**config.mk**
```make
export PLATFORM = sky130hd
export DESIGN_NAME = regfile_cmd_ctrl_flat
export DESIGN_NICKNAME = d
export VERILOG_FILES = /design/src/rtl/regfile_cmd_ctrl_if.sv /design/src/rtl/regfile_cmd_ctrl.sv /design/src/flat_wrapper.sv
export SDC_FILE = /design/constraint.sdc
export NUM_CORES = 1
export LEC_CHECK = 0
export ABC_AREA = 1
export BUFFER_PORTS_ARGS = -buffer_cell sky130_fd_sc_hd__buf_2
export CORE_MARGIN = 4
export CORE_UTILIZATION = 28
export DETAILED_ROUTE_END_ITERATION = 7
export GPL_TIMING_DRIVEN = 0
export PLACE_DENSITY_LB_ADDON = 0.15
export SLEW_MARGIN = 0
export SYNTH_ARGS = -nofsm -noshare
export SYNTH_HDL_FRONTEND = slang
export SYNTH_SLANG_ARGS = --single-unit
export TNS_END_PERCENT = 50
```
**constraint.sdc**
```tcl
create_clock -name clk -period 1.44 [get_ports clk]
set_input_delay 0.288 -clock clk [delete_from_list [all_inputs] [get_ports clk]]
set_output_delay 0.288 -clock clk [all_outputs]
set_load 0.03 [all_outputs]
```
**src/rtl/regfile_cmd_ctrl_if.sv**
```systemverilog
// Client-side command/response handshake for the register file command sequencer.
// master = the single client, slave = regfile_cmd_ctrl.
interface regfile_cmd_ctrl_if #(
    parameter int DW = 4,
    parameter int AW = 2
);
    logic          cmd_valid;
    logic          cmd_ready;
    logic [1:0]    cmd_op;
    logic [AW-1:0] cmd_src;
    logic [AW-1:0] cmd_dst;
    logic [DW-1:0] cmd_imm;
    logic          rsp_valid;
    logic          rsp_ready;
    logic [DW-1:0] rsp_data;

    modport master (
        output cmd_valid, cmd_op, cmd_src, cmd_dst, cmd_imm, rsp_ready,
        input  cmd_ready, rsp_valid, rsp_data
    );

    modport slave (
        input  cmd_valid, cmd_op, cmd_src, cmd_dst, cmd_imm, rsp_ready,
        output cmd_ready, rsp_valid, rsp_data
    );
endinterface

```
**src/rtl/regfile_cmd_ctrl.sv**
```systemverilog
// Sequences WRITE/READ/MOVE/SWAP commands onto a register file that writes every cycle;
// idle cycles rewrite the addressed register with its own value.
module regfile_cmd_ctrl #(
    parameter int DW = 4,
    parameter int AW = 2
) (
    input  logic                 clk,
    input  logic                 rst_n,
    regfile_cmd_ctrl_if.slave    host,
    output logic                 busy,
    output logic [AW-1:0]        rf_r_address,
    output logic [AW-1:0]        rf_w_address,
    output logic [DW-1:0]        rf_data,
    input  logic [DW-1:0]        rf_q
);

    typedef enum logic [1:0] {
        OP_WRITE = 2'b00,
        OP_READ  = 2'b01,
        OP_MOVE  = 2'b10,
        OP_SWAP  = 2'b11
    } op_t;

    typedef enum logic [2:0] {
        IDLE,
        EXEC,
        SWAP_B,
        SWAP_C,
        RESP
    } state_t;

    typedef struct packed {
        op_t           op;
        logic [AW-1:0] src;
        logic [AW-1:0] dst;
        logic [DW-1:0] imm;
    } cmd_t;

    state_t        state, state_next;
    cmd_t          cmd_q;
    logic [DW-1:0] tmp;
    logic [DW-1:0] rsp_data_q;

    // NOTE: sequential state uses non-blocking assignments so every register samples pre-edge values.
    always_ff @(posedge clk or negedge rst_n) begin
        if (!rst_n) state <= IDLE;
        else        state <= state_next;
    end

    // NOTE: datapath registers are reset too, so a reset mid-SWAP leaves no stale tmp/response.
    always_ff @(posedge clk or negedge rst_n) begin
        if (!rst_n) begin
            cmd_q      <= '0;
            tmp        <= '0;
            rsp_data_q <= '0;
        end else begin
            case (state)
                IDLE: if (host.cmd_valid)
                    cmd_q <= '{op: op_t'(host.cmd_op), src: host.cmd_src,
                               dst: host.cmd_dst, imm: host.cmd_imm};
                EXEC: case (cmd_q.op)
                    OP_WRITE:         rsp_data_q <= cmd_q.imm;
                    OP_READ, OP_MOVE: rsp_data_q <= rf_q;
                    OP_SWAP:          tmp        <= rf_q;
                endcase
                SWAP_B:  rsp_data_q <= rf_q;  // old destination value becomes the response
                default: ;
            endcase
        end
    end

    // NOTE: every combinational output gets a default first so no path infers a latch.
    always_comb begin
        state_next   = state;
        rf_r_address = '0;
        rf_w_address = '0;
        rf_data      = rf_q;
        case (state)
            IDLE: if (host.cmd_valid) state_next = EXEC;
            EXEC: begin
                state_next = RESP;
                case (cmd_q.op)
                    OP_WRITE: begin
                        rf_r_address = cmd_q.dst;
                        rf_w_address = cmd_q.dst;
                        rf_data      = cmd_q.imm;
                    end
                    OP_READ: begin
                        rf_r_address = cmd_q.src;
                        rf_w_address = cmd_q.src;
                    end
                    OP_MOVE: begin
                        rf_r_address = cmd_q.src;
                        rf_w_address = cmd_q.dst;
                    end
                    OP_SWAP: begin
                        rf_r_address = cmd_q.src;
                        rf_w_address = cmd_q.src;
                        state_next   = SWAP_B;
                    end
                endcase
            end
            SWAP_B: begin
                rf_r_address = cmd_q.dst;
                rf_w_address = cmd_q.dst;
                rf_data      = tmp;
                state_next   = SWAP_C;
            end
            SWAP_C: begin
                rf_r_address = cmd_q.src;
                rf_w_address = cmd_q.src;
                rf_data      = rsp_data_q;
                state_next   = RESP;
            end
            RESP: if (host.rsp_ready) state_next = IDLE;
            default: state_next = IDLE;
        endcase
    end

    assign host.cmd_ready = (state == IDLE);
    assign host.rsp_valid = (state == RESP);
    assign host.rsp_data  = rsp_data_q;
    assign busy           = (state != IDLE);

endmodule

```
**src/flat_wrapper.sv**
```systemverilog
// flat-port wrapper written by rule: the top's interface ports become plain ports
module regfile_cmd_ctrl_flat 
#(
    parameter int DW = 4,
    parameter int AW = 2
)
  (clk, rst_n, busy, rf_r_address, rf_w_address, rf_data, rf_q, host_cmd_valid, host_cmd_op, host_cmd_src, host_cmd_dst, host_cmd_imm, host_rsp_ready, host_cmd_ready, host_rsp_valid, host_rsp_data);
  regfile_cmd_ctrl_if #(.DW(DW), .AW(AW)) host_i ();
  input  logic clk;
  input  logic rst_n;
  output logic busy;
  output logic [AW-1:0] rf_r_address;
  output logic [AW-1:0] rf_w_address;
  output logic [DW-1:0] rf_data;
  input  logic [DW-1:0] rf_q;
  input wire logic [$bits(host_i.cmd_valid)-1:0] host_cmd_valid;
  input wire logic [$bits(host_i.cmd_op)-1:0] host_cmd_op;
  input wire logic [$bits(host_i.cmd_src)-1:0] host_cmd_src;
  input wire logic [$bits(host_i.cmd_dst)-1:0] host_cmd_dst;
  input wire logic [$bits(host_i.cmd_imm)-1:0] host_cmd_imm;
  input wire logic [$bits(host_i.rsp_ready)-1:0] host_rsp_ready;
  output wire logic [$bits(host_i.cmd_ready)-1:0] host_cmd_ready;
  output wire logic [$bits(host_i.rsp_valid)-1:0] host_rsp_valid;
  output wire logic [$bits(host_i.rsp_data)-1:0] host_rsp_data;
  assign host_i.cmd_valid = host_cmd_valid;
  assign host_i.cmd_op = host_cmd_op;
  assign host_i.cmd_src = host_cmd_src;
  assign host_i.cmd_dst = host_cmd_dst;
  assign host_i.cmd_imm = host_cmd_imm;
  assign host_i.rsp_ready = host_rsp_ready;
  assign host_cmd_ready = host_i.cmd_ready;
  assign host_rsp_valid = host_i.rsp_valid;
  assign host_rsp_data = host_i.rsp_data;
  regfile_cmd_ctrl #(.DW(DW), .AW(AW)) u_core (.clk(clk), .rst_n(rst_n), .host(host_i), .busy(busy), .rf_r_address(rf_r_address), .rf_w_address(rf_w_address), .rf_data(rf_data), .rf_q(rf_q));
endmodule
```
# Word-level counts from Yosys, hierarchy flattened
# Index checks and enable logic that the tools add are counted.
# Widths: inputs -> output; s select.
[op_classes] eq_ne=10 muxes=12 reduce_logical=12
[ops] op="$pmux 4 s2" n=2
[ops] op="$pmux 3 s5" n=1
[ops] op="$pmux 2 s3" n=2
[ops] op="$pmux 4 s3" n=1
[ops] op="$mux 3" n=3
[ops] op="$pmux 2 s2" n=2
[ops] op="$reduce_and 2->1" n=4
[ops] op="$eq 3x2->1 const B" n=2
[ops] op="$reduce_or 2->1" n=3
[ops] op="$eq 2x2->1 const B" n=2
[ops] op="$mux 4" n=1
[ops] op="$ne 2x2->1 const B" n=2
[ops] op="$eq 3x1->1 const B" n=1
[ops] op="$eq 3x3->1 const B" n=1
[ops] op="$logic_not 3->1" n=1
[ops] op="$ne 3x1->1 const B" n=1
[ops] op="$reduce_bool 3->1" n=1
[ops] op="$reduce_or 3->1" n=1
[ops] op="$eq 2x1->1 const B" n=1
[ops] op="$logic_not 2->1" n=1
[ops] op="$reduce_bool 2->1" n=1
[word_totals] reg_bits=21 input_bits=18 out_inout_bits=15 word_cells=41

# Logic depth before layout (Yosys ltp)
# Gate-level depths: netlist of run 1.
[depth] word_depth=4 depth_mapped=9 ltp_nobuf=9

# Worst setup path after synthesis of run 1
# OpenSTA, ideal clock, no wires.
[synth_timing] path_type="flip-flop to output port" from="register u_core.cmd_q[8] (netlist name)" to="output port rf_data[0]" arrival_ps=1220 required_ps=1152 slack_ps=-68 stages_incl_launch_ff=7 path_buffers=1 path_cell_list="dfrtp_1 -> inv_1 -> ha_1 -> buf_2 -> o21ai_0 -> nand2_1 -> nand3_1"
[synth_between] elab_chain_cells=3
[synth_lines] item="start, declared" line_no="regfile_cmd_ctrl.sv:40" text="cmd_t cmd_q;"
[synth_lines] item="start signal, assigned" line_no="regfile_cmd_ctrl.sv:59" text="cmd_q <= '{op: op_t'(host.cmd_op), src: host.cmd_src,"
[synth_lines] item="$logic_not 2->1" line_no="regfile_cmd_ctrl.sv:82" text="case (cmd_q.op)"
[synth_lines] item="$mux 4" line_no="regfile_cmd_ctrl.sv:82"
[synth_lines] item="$pmux 4 s3" line_no="regfile_cmd_ctrl.sv:78" text="case (state)"
[synth_lines] item="end, declared" line_no="flat_wrapper.sv:14" text="output logic [DW-1:0] rf_data;"
# No other way between the ends.

# Worst setup path after layout of run 1
[layout_timing] from="register u_core.cmd_q[8] (netlist name)" to="output port rf_data[3]"
# The elaborated chain is that of the path after synthesis.

==> out/metrics.csv, run 1 <==
metric;value;unit
result of the run;finished with violations;
failing checks;setup timing;
total wire length;3.96;mm
Final Net Count;270;
synth warn;0;
period utilization;1.23;
worst setup margin;-326;ps
H-tree levels;1;
n_diodes;0;
Worst setup SP type;flip-flop;
Initial Utilization;0.293;
Die H;78.7;um
Remaining DRCs;0;
slew margin rel.;0.673;
Setup Viol. Count Final;15;
CP cell instances;inv_2, ha_4, buf_6, o21ai_2, nand2_1, nand3_2, buf_6;
I/O pin cnt;33;
Hold WC Path Type;input port to flip-flop;
Least-Margin Pin Slew;491;ps
Via Count;1425;
share of layout cells above drive strength 1;0.340;
final std cells w/o fill;314;
clk slew on worst S/H paths;90;ps
cell with the most instances on the worst path;buf_6;
CP endpoint kind;output pin;
largest net degree at the start of global routing;22;
Syn Area/Cell;6.90;sq um
Synth Net Count;225;
TritonCTS Buffers;3;
CTS tree;built;
Worst Path Required;1150;ps
total gr overflow;0;
CP max-delay cell;dfrtp_2;
Placeable Area;0.00479;sq mm
worst setup path class;flip-flop to output pin;
Vias/cell;4.54;
clock skew;3.03;ps
All-Layer GR Usage;0.138;
placed wire-length estimate;2.81;mm
CTS sink count;21;
fillcell total;518;
Lkg Pwr;1.07;nW
vias in the first global route;1441;
first-pass iteration count of the detailed router;6;
Iter 0 DRT Violations;89;
max frequency;0.566;GHz
dpl cells;302;
Rows;25;
Final Max Slew Viols;0;
Mapped Area;0.00140;sq mm
Clk Latency, worst-skew pair;270;ps
hold violation count in the final report;0;
max_cap viols;0;
Post-Syn Instances;203;
clock root buffer;clkbuf_8;
first-pass GRT wire length;6.84;mm
worst vdd ir;952;uV
RSZ-0062 raised after global routing;yes;
antenna-violating nets left;0;
Final Critical Period;1770;ps
initial antenna violation count;0;
die area;0.00620;sq mm
P&R area growth vs syn;41.0;%
Synth cell types;19;
routability cong.;0.765;
Worst path max stage delay;450;ps
Crit Path Max Fanout;6;
Die Wd;78.7;um
sequential area share after synthesis;0.375;
Pwr per Cell Area;2460;mW/mm^2
Setup WS pre-CTS;-250;ps
per-cell routed wire length;12.6;um
clock buffer depth;2;
port buffer count;32;
CP Data Arrival Time;1480;ps
Seq cells post-synth;21;
==> power breakdown <==
part | switching, W | leakage (nW) | total [W] | internal, W
Clock | 0.000225 | 0.0217 | 0.000421 | 0.000196
Combinational | 0.00196 | 0.790 | 0.00330 | 0.00134
Sequential | 0.000263 | 0.257 | 0.00114 | 0.000877
Total | 0.00244 | 1.07 | 0.00486 | 0.00242
==> final timing paths <==
kind | start | end | slack [ps] | cells after the start
max in group asynchronous | rst_n | u_core.state[2]$_DFFE_PN0P_ | 570 | 2
hold / removal | host_rsp_ready | u_core.state[2]$_DFFE_PN0P_ | 200 | 2
setup reg to reg | u_core.cmd_q[8]$_DFFE_PN0P_ | u_core.host.rsp_data[2]$_DFFE_PN0P_ | -50 | 8
setup / recovery | u_core.cmd_q[8]$_DFFE_PN0P_ | rf_data[3] | -330 | 7
hold reg to reg | u_core.tmp[0]$_DFFE_PN0P_ | u_core.tmp[0]$_DFFE_PN0P_ | 490 | 2
min in group asynchronous | rst_n | u_core.cmd_q[9]$_DFFE_PN0P_ | 510 | 2
==> synthesized netlist by cell type, drive strengths merged <==
cell / n / area share
nand3: 27 / 0.097
o2bb2ai: 1 / 0.0063
nand4: 4 / 0.018
o21ai: 10 / 0.036
nand2: 95 / 0.27
ha: 4 / 0.036
dfrtp: 21 / 0.38
nor2: 8 / 0.044
buf: 7 / 0.040
o211ai: 3 / 0.016
inv: 23 / 0.062
==> registers in the layout, summed over array words and instances, names as in the netlist <==
name / count
u_core.host.rsp_data: 4
u_core.tmp: 4
u_core.state: 3
u_core.cmd_q: 10
==> layout by cell type (no fill, tap or decap) <==
cell type       n
nand2_1        87
buf_2          23
nand3_1        22
inv_1          18
dfrtp_1        18
buf_6          14
buf_4           7
nand2_2         5
inv_4           4
o21ai_0         4
nand4_1         4
nand3_2         4
nor2_4          3
nand2_4         3
o21ai_2         3
o211ai_1        3
o21ai_1         3
ha_4            3
clkbuf_8        3
dfrtp_2         3
nor2_2          2
nor2_1          2
buf_12          2
nor2_8          1
inv_2           1
o2bb2ai_1       1
nand3_4         1
ha_2            1
clkinvlp_4      1
dlygate4sd3_1   1
==> kinds of logic after synthesis <==
kind of cell,synth area share
AOI/OAI and AO/OA,0.0581
adders and majority gates,0.0357
buffers and inverters,0.102
DFF,0.375
and+or+nand+nor,0.429
==> repair_timing <==
action | 4_1_cts | 5_1_grt
pin swaps | 9 | 15
resized for setup | 41 | 19
endpoints found under the hold margin | 21 | 0
setup endpoints to repair | 15 | 15
buffers inserted | 5 | 3
hold buffers | 1 | 0
==> through the flow <==
stage	instance area (sq um)	total power (W)	util	hold slack [ps]	setup TNS, ps
after floorplan	1420	0.00298	-	-7.59	-151
after global routing	1970	0.00532	0.413	201	-4710
final	1970	0.00486	0.413	199	-3180
after global placement	1660	0.00365	0.347	289	-2390
after detailed placement	1660	0.00365	0.347	288	-2290
after CTS	1900	0.00464	0.398	189	-3430
==> worst max-delay path: cells and delay by family, from the launching register on <==
kind / cells / cell delay [ps]
compound gates: 1 / 100
fa+ha+maj: 1 / 190
buf+inv: 3 / 340
flops: 1 / 450
simple gates: 2 / 130
==> metal layers <==
| metal | track usage | up-vias | part of all wire |
|---|---|---|---|
| met5 | 0 | - | 0 |
| met4 | 0.0402 | 0 | 0.0073 |
| met3 | 0.0215 | 2 | 0.038 |
| met2 | 0.218 | 36 | 0.45 |
| met1 | 0.193 | 658 | 0.50 |
| li1 | - | 729 | - |
==> cell type report <==
class | instances | area, sq um | share of cell area
Clock inverter | 1 | 7.51 | 0.00380
Sequential cell | 21 | 529 | 0.268
Inverter | 23 | 96.3 | 0.0488
Multi-Input combinational cell | 152 | 841 | 0.426
Tap cell | 67 | 83.8 | 0.0425
Timing Repair Buffer | 41 | 314 | 0.159
Buffer | 6 | 61.3 | 0.0311
Clock buffer | 3 | 41.3 | 0.0209
Power figures use the tool's default switching activity.
==> run 2, diff against run 1 <==
--- a/config.mk
+++ b/config.mk
@@ -5,7 +5,7 @@
 export SDC_FILE = /design/constraint.sdc
 export NUM_CORES = 1
 export LEC_CHECK = 0
-export ABC_AREA = 1
+export ABC_AREA = 0
 export BUFFER_PORTS_ARGS = -buffer_cell sky130_fd_sc_hd__buf_2
 export CORE_MARGIN = 4
 export CORE_UTILIZATION = 28
==> out/metrics.csv, run 2 <==
metric;value;unit;change
Lkg Pwr;0.801;nW;was 1.07 nW
I/O pin cnt;33;;unchanged
CP Data Arrival Time;1730;ps;was 1480 ps
commonest cells after routing, fill and taps aside;22 x buf_2, 21 x dfrtp_1, 16 x mux2_2, 13 x buf_6, 9 x buf_4;;was 87 x nand2_1, 23 x buf_2, 22 x nand3_1, 18 x inv_1, 18 x dfrtp_1
Final Critical Period;2020;ps;was 1770 ps
share of layout cells above drive strength 1;0.650;;was 0.340
per-cell routed wire length;16.1;um;was 12.6 um
worst setup path class;flip-flop to output pin;;unchanged
first-pass GRT wire length;5.38;mm;was 6.84 mm
TritonCTS Buffers;3;;unchanged
Iter 0 DRT Violations;39;;was 89
hold depth;3;;was 2
Placeable Area;0.00409;sq mm;was 0.00479 sq mm
Clk Latency, worst-skew pair;260;ps;was 270 ps
max_cap viols;0;;unchanged
final std cells w/o fill;207;;was 314
hold violation count in the final report;0;;unchanged
CTS tree;built;;unchanged
clock root buffer;clkbuf_8;;unchanged
Worst setup SP type;flip-flop;;unchanged
P&R area growth vs syn;49.5;%;was 41.0%
Mapped Area;0.00121;sq mm;was 0.00140 sq mm
routability cong.;0.743;;was 0.765
ys async rst share;1.00;;unchanged
total wire length;3.33;mm;was 3.96 mm
Worst path max stage delay;410;ps;was 450 ps
Remaining DRCs;0;;unchanged
Pwr per Cell Area;2630;mW/mm^2;was 2460 mW/mm^2
CP cell instances;buf_8, nor2b_1, and3b_2, a221o_2, buf_6;;was inv_2, ha_4, buf_6, o21ai_2, nand2_1, nand3_2, buf_6
max reg flops;10;;unchanged
Crit Path Max Fanout;10;;was 6
R2R cell count;6;;was 8
Hold WC Path Type;input port to flip-flop;;unchanged
largest area contributor in the netlist;dfrtp_1;;unchanged
clk slew on worst S/H paths;70;ps;was 90 ps
most common cell after layout, fill and taps aside;buf_2;;was nand2_1
All-Layer GR Usage;0.129;;was 0.138
Die H;73.7;um;was 78.7 um
Synth cell types;26;;was 19
Syn Area/Cell;11.1;sq um;was 6.90 sq um
n_diodes;0;;unchanged
initial antenna violation count;0;;unchanged
worst setup margin;-580;ps;was -326 ps
H-tree levels;1;;unchanged
vias in the first global route;1106;;was 1441
die area;0.00543;sq mm;was 0.00620 sq mm
Final Max Slew Viols;0;;unchanged
top_reg_cell synth;dfrtp_1;;unchanged
most flop-heavy register;u_core.cmd_q;;unchanged
CP max-delay cell;a221o_2;;was dfrtp_2
Rows;23;;was 25
total gr overflow;0;;unchanged
Worst Path Required;1150;ps;about the same
failing checks;setup timing;;unchanged
Initial Utilization;0.296;;was 0.293
CTS sink count;21;;unchanged
Synth top area share;0.435;;was 0.375
slew margin rel.;0.670;;was 0.673
cell with the most instances after synthesis;dfrtp_1;;was nand2_1
Fin Setup TNS;-8850;ps;was -3180 ps
CP endpoint kind;output pin;;unchanged
CP delay by family, top;compound AO/OA/AOI/OAI gates;;was flip-flops
critical path depth;5;;was 7
worst vdd ir;1020;uV;was 952 uV
Final Net Count;180;;was 270
result of the run;finished with violations;;unchanged
largest cells by area after synthesis;dfrtp_1 43%, mux2_2 16%, mux2_4 5.0%, ha_1 4.1%, mux2i_1 4.1%;;was dfrtp_1 38%, nand2_1 24%, nand3_1 9.7%, inv_1 5.6%, ha_1 3.6%
RSZ-0062 raised after global routing;yes;;unchanged
port buffer count;32;;unchanged
Setup Viol. Count Final;29;;was 15
largest net degree at the start of global routing;22;;unchanged
Least-Margin Pin Slew;495;ps;was 491 ps
EDFF count, synth;0;;unchanged
dpl cells;191;;was 302
Via Count;1005;;was 1425
clock skew;11.8;ps;was 3.03 ps
synth cell count leaders;21 x dfrtp_1, 17 x mux2_2, 9 x nor2_1;;was 90 x nand2_1, 27 x nand3_1, 21 x dfrtp_1, 21 x inv_1, 9 x o21ai_0
Die Wd;73.7;um;was 78.7 um
Post-Syn Instances;109;;was 203
Vias/cell;4.86;;was 4.54
sequential area share after synthesis;0.435;;was 0.375
WP buf/inv;2;;was 3
Synth Net Count;131;;was 225
placed wire-length estimate;2.24;mm;was 2.81 mm
max frequency;0.495;GHz;was 0.566 GHz
antenna-violating nets left;0;;unchanged
synth warn;0;;unchanged
clock buffer depth;2;;unchanged
first-pass iteration count of the detailed router;4;;was 6
period utilization;1.40;;was 1.23
Seq cells post-synth;21;;unchanged
## run 2: routing by layer
layer,vias up,track usage,share of wire
li1,483,-,-
met1,492,0.176,0.46
met2,24,0.202,0.48
met3,6,0.0260,0.039
met4,0,0.0483,0.013
met5,-,0,0
## run 2: area by class of cell
cell class | instances | area [sq um]
plain buffers | 4 | 48.8
clock buffers | 4 | 45.0
fillers | 416 | 2280
inverters | 5 | 23.8
multi-input cells | 79 | 778
flip-flops and latches | 21 | 526
well taps | 50 | 62.6
repair buffers | 44 | 323
## run 2: what timing repair did
action	4_1_cts	5_1_grt
hold buffers	1	0
endpoints found under the hold margin	7	0
setup buffers	7	4
gates resized for setup	32	21
pin swaps	5	6
setup endpoints to repair	26	29
## run 2: cells by family after synthesis
logic type	share of synthesized area
and+or+nand+nor	0.133
buffers and inverters	0.0393
DFF	0.435
AOI/OAI and AO/OA	0.102
adders and majority gates	0.0414
muxes	0.249
## run 2: per-stage QoR
stage / hold slack, ps / instance area (sq um) / utilization / worst slack (ps) / total power, W
2_1_floorplan: -7.59 / 1280 / - / -220 / 0.00306
3_3_place_gp: 284 / 1510 / 0.369 / -456 / 0.00360
3_5_place_dp: 282 / 1510 / 0.369 / -449 / 0.00365
4_1_cts: 238 / 1730 / 0.424 / -580 / 0.00454
5_1_grt: 243 / 1810 / 0.442 / -661 / 0.00505
6_report: 248 / 1810 / 0.442 / -580 / 0.00475
## run 2: final timing paths
kind                                                  start                           to  slack, ps
max in group asynchronous                             rst_n  u_core.state[1]$_DFFE_PN0P_        570
worst max-delay path            u_core.state[1]$_DFFE_PN0P_                   rf_data[1]       -580
min in group asynchronous                             rst_n    u_core.tmp[2]$_DFFE_PN0P_        520
worst min register to register    u_core.tmp[3]$_DFFE_PN0P_    u_core.tmp[3]$_DFFE_PN0P_        510
worst max register to register  u_core.state[0]$_DFFE_PN0P_  u_core.cmd_q[4]$_DFFE_PN0P_       -290
worst min-delay path                         host_cmd_op[0]  u_core.cmd_q[8]$_DFFE_PN0P_        250
## run 2: worst reg2reg max path: stages, from the launching register on
cell      delay [ps]
dfrtp_1          440
buf_6            140
or3_4            390
clkinv_4          60
and2_4           160
buf_8            140
mux2_4           300
## run 2: report_power, final
part | switching, W | internal (W) | total (W)
Clock | 0.000187 | 0.000197 | 0.000384
Sequential | 0.000254 | 0.000883 | 0.00114
Combinational | 0.00160 | 0.00163 | 0.00323
Total | 0.00204 | 0.00271 | 0.00475
==> run 3, diff against run 2 <==
==> constraint.sdc (replaced) <==
create_clock -name clk -period 2.3 [get_ports clk]
set_input_delay 0.46 -clock clk [delete_from_list [all_inputs] [get_ports clk]]
set_output_delay 0.46 -clock clk [all_outputs]
set_load 0.03 [all_outputs]
==> out/metrics.csv, run 3 (synthesis results as in run 2) <==
metric;value;unit;change
H-tree levels;1;;unchanged
clock buffer depth;2;;unchanged
antenna-violating nets left;0;;unchanged
dpl cells;191;;unchanged
Die H;73.7;um;unchanged
most common cell after layout, fill and taps aside;buf_2;;unchanged
period utilization;0.969;;
Worst setup SP type;flip-flop;;unchanged
worst vdd ir;500;uV;was 1020 uV
slew margin rel.;0.679;;was 0.670
CP endpoint kind;output pin;;unchanged
Rows;23;;unchanged
max_cap viols;0;;unchanged
Crit Path Max Fanout;3;;was 10
Fin Setup TNS;0;ps;was -8850 ps
Sw Ratio;0.440;;was 0.429
PnR Total Power;0.00237;W;was 0.00475 W
P&R area growth vs syn;23.4;%;was 49.5%
first-pass GRT wire length;4.68;mm;was 5.38 mm
total wire length;2.78;mm;was 3.33 mm
WHS;156;ps;was 248 ps
Switch Pwr;0.00104;W;was 0.00204 W
vias in the first global route;1004;;was 1106
initial antenna violation count;0;;unchanged
Clock power frac;0.099;;was 0.081
CTS sink count;21;;unchanged
result of the run;complete, no violations;;was finished with violations
Clk Latency, worst-skew pair;250;ps;was 260 ps
n_diodes;0;;unchanged
Final Net Count;168;;was 180
setup bufs post-CTS;0;;was 7
Hold WC Path Type;input port to async pin;;was input port to flip-flop
clock skew;0.613;ps;was 11.8 ps
sequential share of power;0.292;;was 0.239
Initial Utilization;0.296;;unchanged
Least-Margin Pin Slew;481;ps;was 495 ps
Iter 0 DRT Violations;24;;was 39
most flop-heavy register;u_core.cmd_q;;unchanged
Worst Path Required;1840;ps;was 1150 ps
Vias/cell;4.69;;was 4.86
final std cells w/o fill;195;;was 207
Internal Power;0.00133;W;was 0.00271 W
commonest cells after routing, fill and taps aside;33 x buf_2, 21 x dfrtp_1, 17 x mux2_2, 9 x nor2_1, 8 x nand2_1;;was 22 x buf_2, 21 x dfrtp_1, 16 x mux2_2, 13 x buf_6, 9 x buf_4
first-pass iteration count of the detailed router;3;;was 4
TritonCTS Buffers;3;;unchanged
worst setup margin;71.1;ps;was -580 ps
Setup Viol. Count Final;0;;was 29
Die Wd;73.7;um;unchanged
hold violation count in the final report;0;;unchanged
Placeable Area;0.00409;sq mm;unchanged
port buffer count;32;;unchanged
Final Max Slew Viols;0;;unchanged
die area;0.00543;sq mm;unchanged
I/O pin cnt;33;;unchanged
max frequency;0.449;GHz;
Final Critical Period;2230;ps;
fillcell total;432;;was 416
multi-input logic area;648;sq um;was 778 sq um
clk slew on worst S/H paths;70;ps;about the same
routability cong.;0.808;;was 0.743
Setup WS pre-CTS;282;ps;was -449 ps
RSZ-0062 raised after global routing;yes;;unchanged
Pwr per Cell Area;1590;mW/mm^2;was 2630 mW/mm^2
placed wire-length estimate;2.11;mm;was 2.24 mm
All-Layer GR Usage;0.113;;was 0.129
Lkg Pwr;0.697;nW;was 0.801 nW
CTS tree;built;;unchanged
worst setup path class;flip-flop to output pin;;unchanged
Gate power share;0.609;;was 0.680
total gr overflow;0;;unchanged
largest net degree at the start of global routing;22;;unchanged
Via Count;914;;was 1005
per-cell routed wire length;14.2;um;was 16.1 um
CP Data Arrival Time;1770;ps;was 1730 ps
clock root buffer;clkbuf_8;;unchanged
Remaining DRCs;0;;unchanged
share of layout cells above drive strength 1;0.476;;was 0.650
max reg flops;10;;unchanged
Seq. cell area;526;sq um;unchanged
## run 3: cell count changes in the layout (fill, tap and decap cells not counted), moves of 3 or more
cell	change
buf_6	-13
buf_2	+11
buf_4	-9
a21oi_1	+4
a221o_1	+4
a221o_2	-4
a21oi_2	-3
ha_1	+3
## run 3: area by class of cell
class | instances | area share
Inverter | 5 | 0.0126
Clock buffer | 4 | 0.0302
Sequential cell | 21 | 0.352
Multi-Input combinational cell | 79 | 0.435
Timing Repair Buffer | 32 | 0.107
Buffer | 4 | 0.0210
Tap cell | 50 | 0.0419
## run 3: worst paths after layout
check	startpoint	end	slack, ps	cells past startpoint
max in group asynchronous	rst_n	u_core.cmd_q[0]$_DFFE_PN0P_	1820	1
max	u_core.cmd_q[8]$_DFFE_PN0P_	rf_r_address[0]	70	7
min reg2reg	u_core.tmp[2]$_DFFE_PN0P_	u_core.tmp[2]$_DFFE_PN0P_	510	1
min in group clk	host_cmd_op[0]	u_core.cmd_q[8]$_DFFE_PN0P_	400	3
min	rst_n	u_core.cmd_q[5]$_DFFE_PN0P_	160	1
max reg2reg	u_core.cmd_q[8]$_DFFE_PN0P_	u_core.host.rsp_data[3]$_DFFE_PN0P_	420	5
## run 3: what timing repair did
action / 4_1_cts / 5_1_grt
gates resized for setup: 3 / 4
hold buffers: 0 / 0
setup endpoints to repair: 4 / 6
## run 3: power by group through the flow
| stage | combinational [W] | clock (W) | sequential, W |
|---|---|---|---|
| after floorplan | 0.00105 | 0 | 0.000729 |
| after global placement | 0.00142 | 0 | 0.000691 |
| after detailed placement | 0.00143 | 0 | 0.000695 |
| after CTS | 0.00144 | 0.000243 | 0.000692 |
| after global routing | 0.00159 | 0.000266 | 0.000721 |
| final | 0.00144 | 0.000236 | 0.000691 |
## run 3: through the flow
stage	utilization	cell area (sq um)
after floorplan	-	1210
after global placement	0.350	1430
after detailed placement	0.350	1430
after CTS	0.362	1480
after global routing	0.365	1490
final	0.365	1490
## run 3: critical path: stages (launching register included)
cell     delay [ps]
dfrtp_1         410
inv_2            80
ha_1            170
nor2b_2         180
mux2_2          340
nand2_1          60
a21oi_1          60
buf_2           200
## run 3: per-layer routing
| layer | wire length (um) | vias up | track usage |
|---|---|---|---|
| li1 | - | 456 | - |
| met1 | 1340 | 437 | 0.152 |
| met2 | 1290 | 19 | 0.180 |
| met3 | 139 | 2 | 0.0260 |
| met4 | 13 | 0 | 0.0302 |
| met5 | 0 | - | 0 |
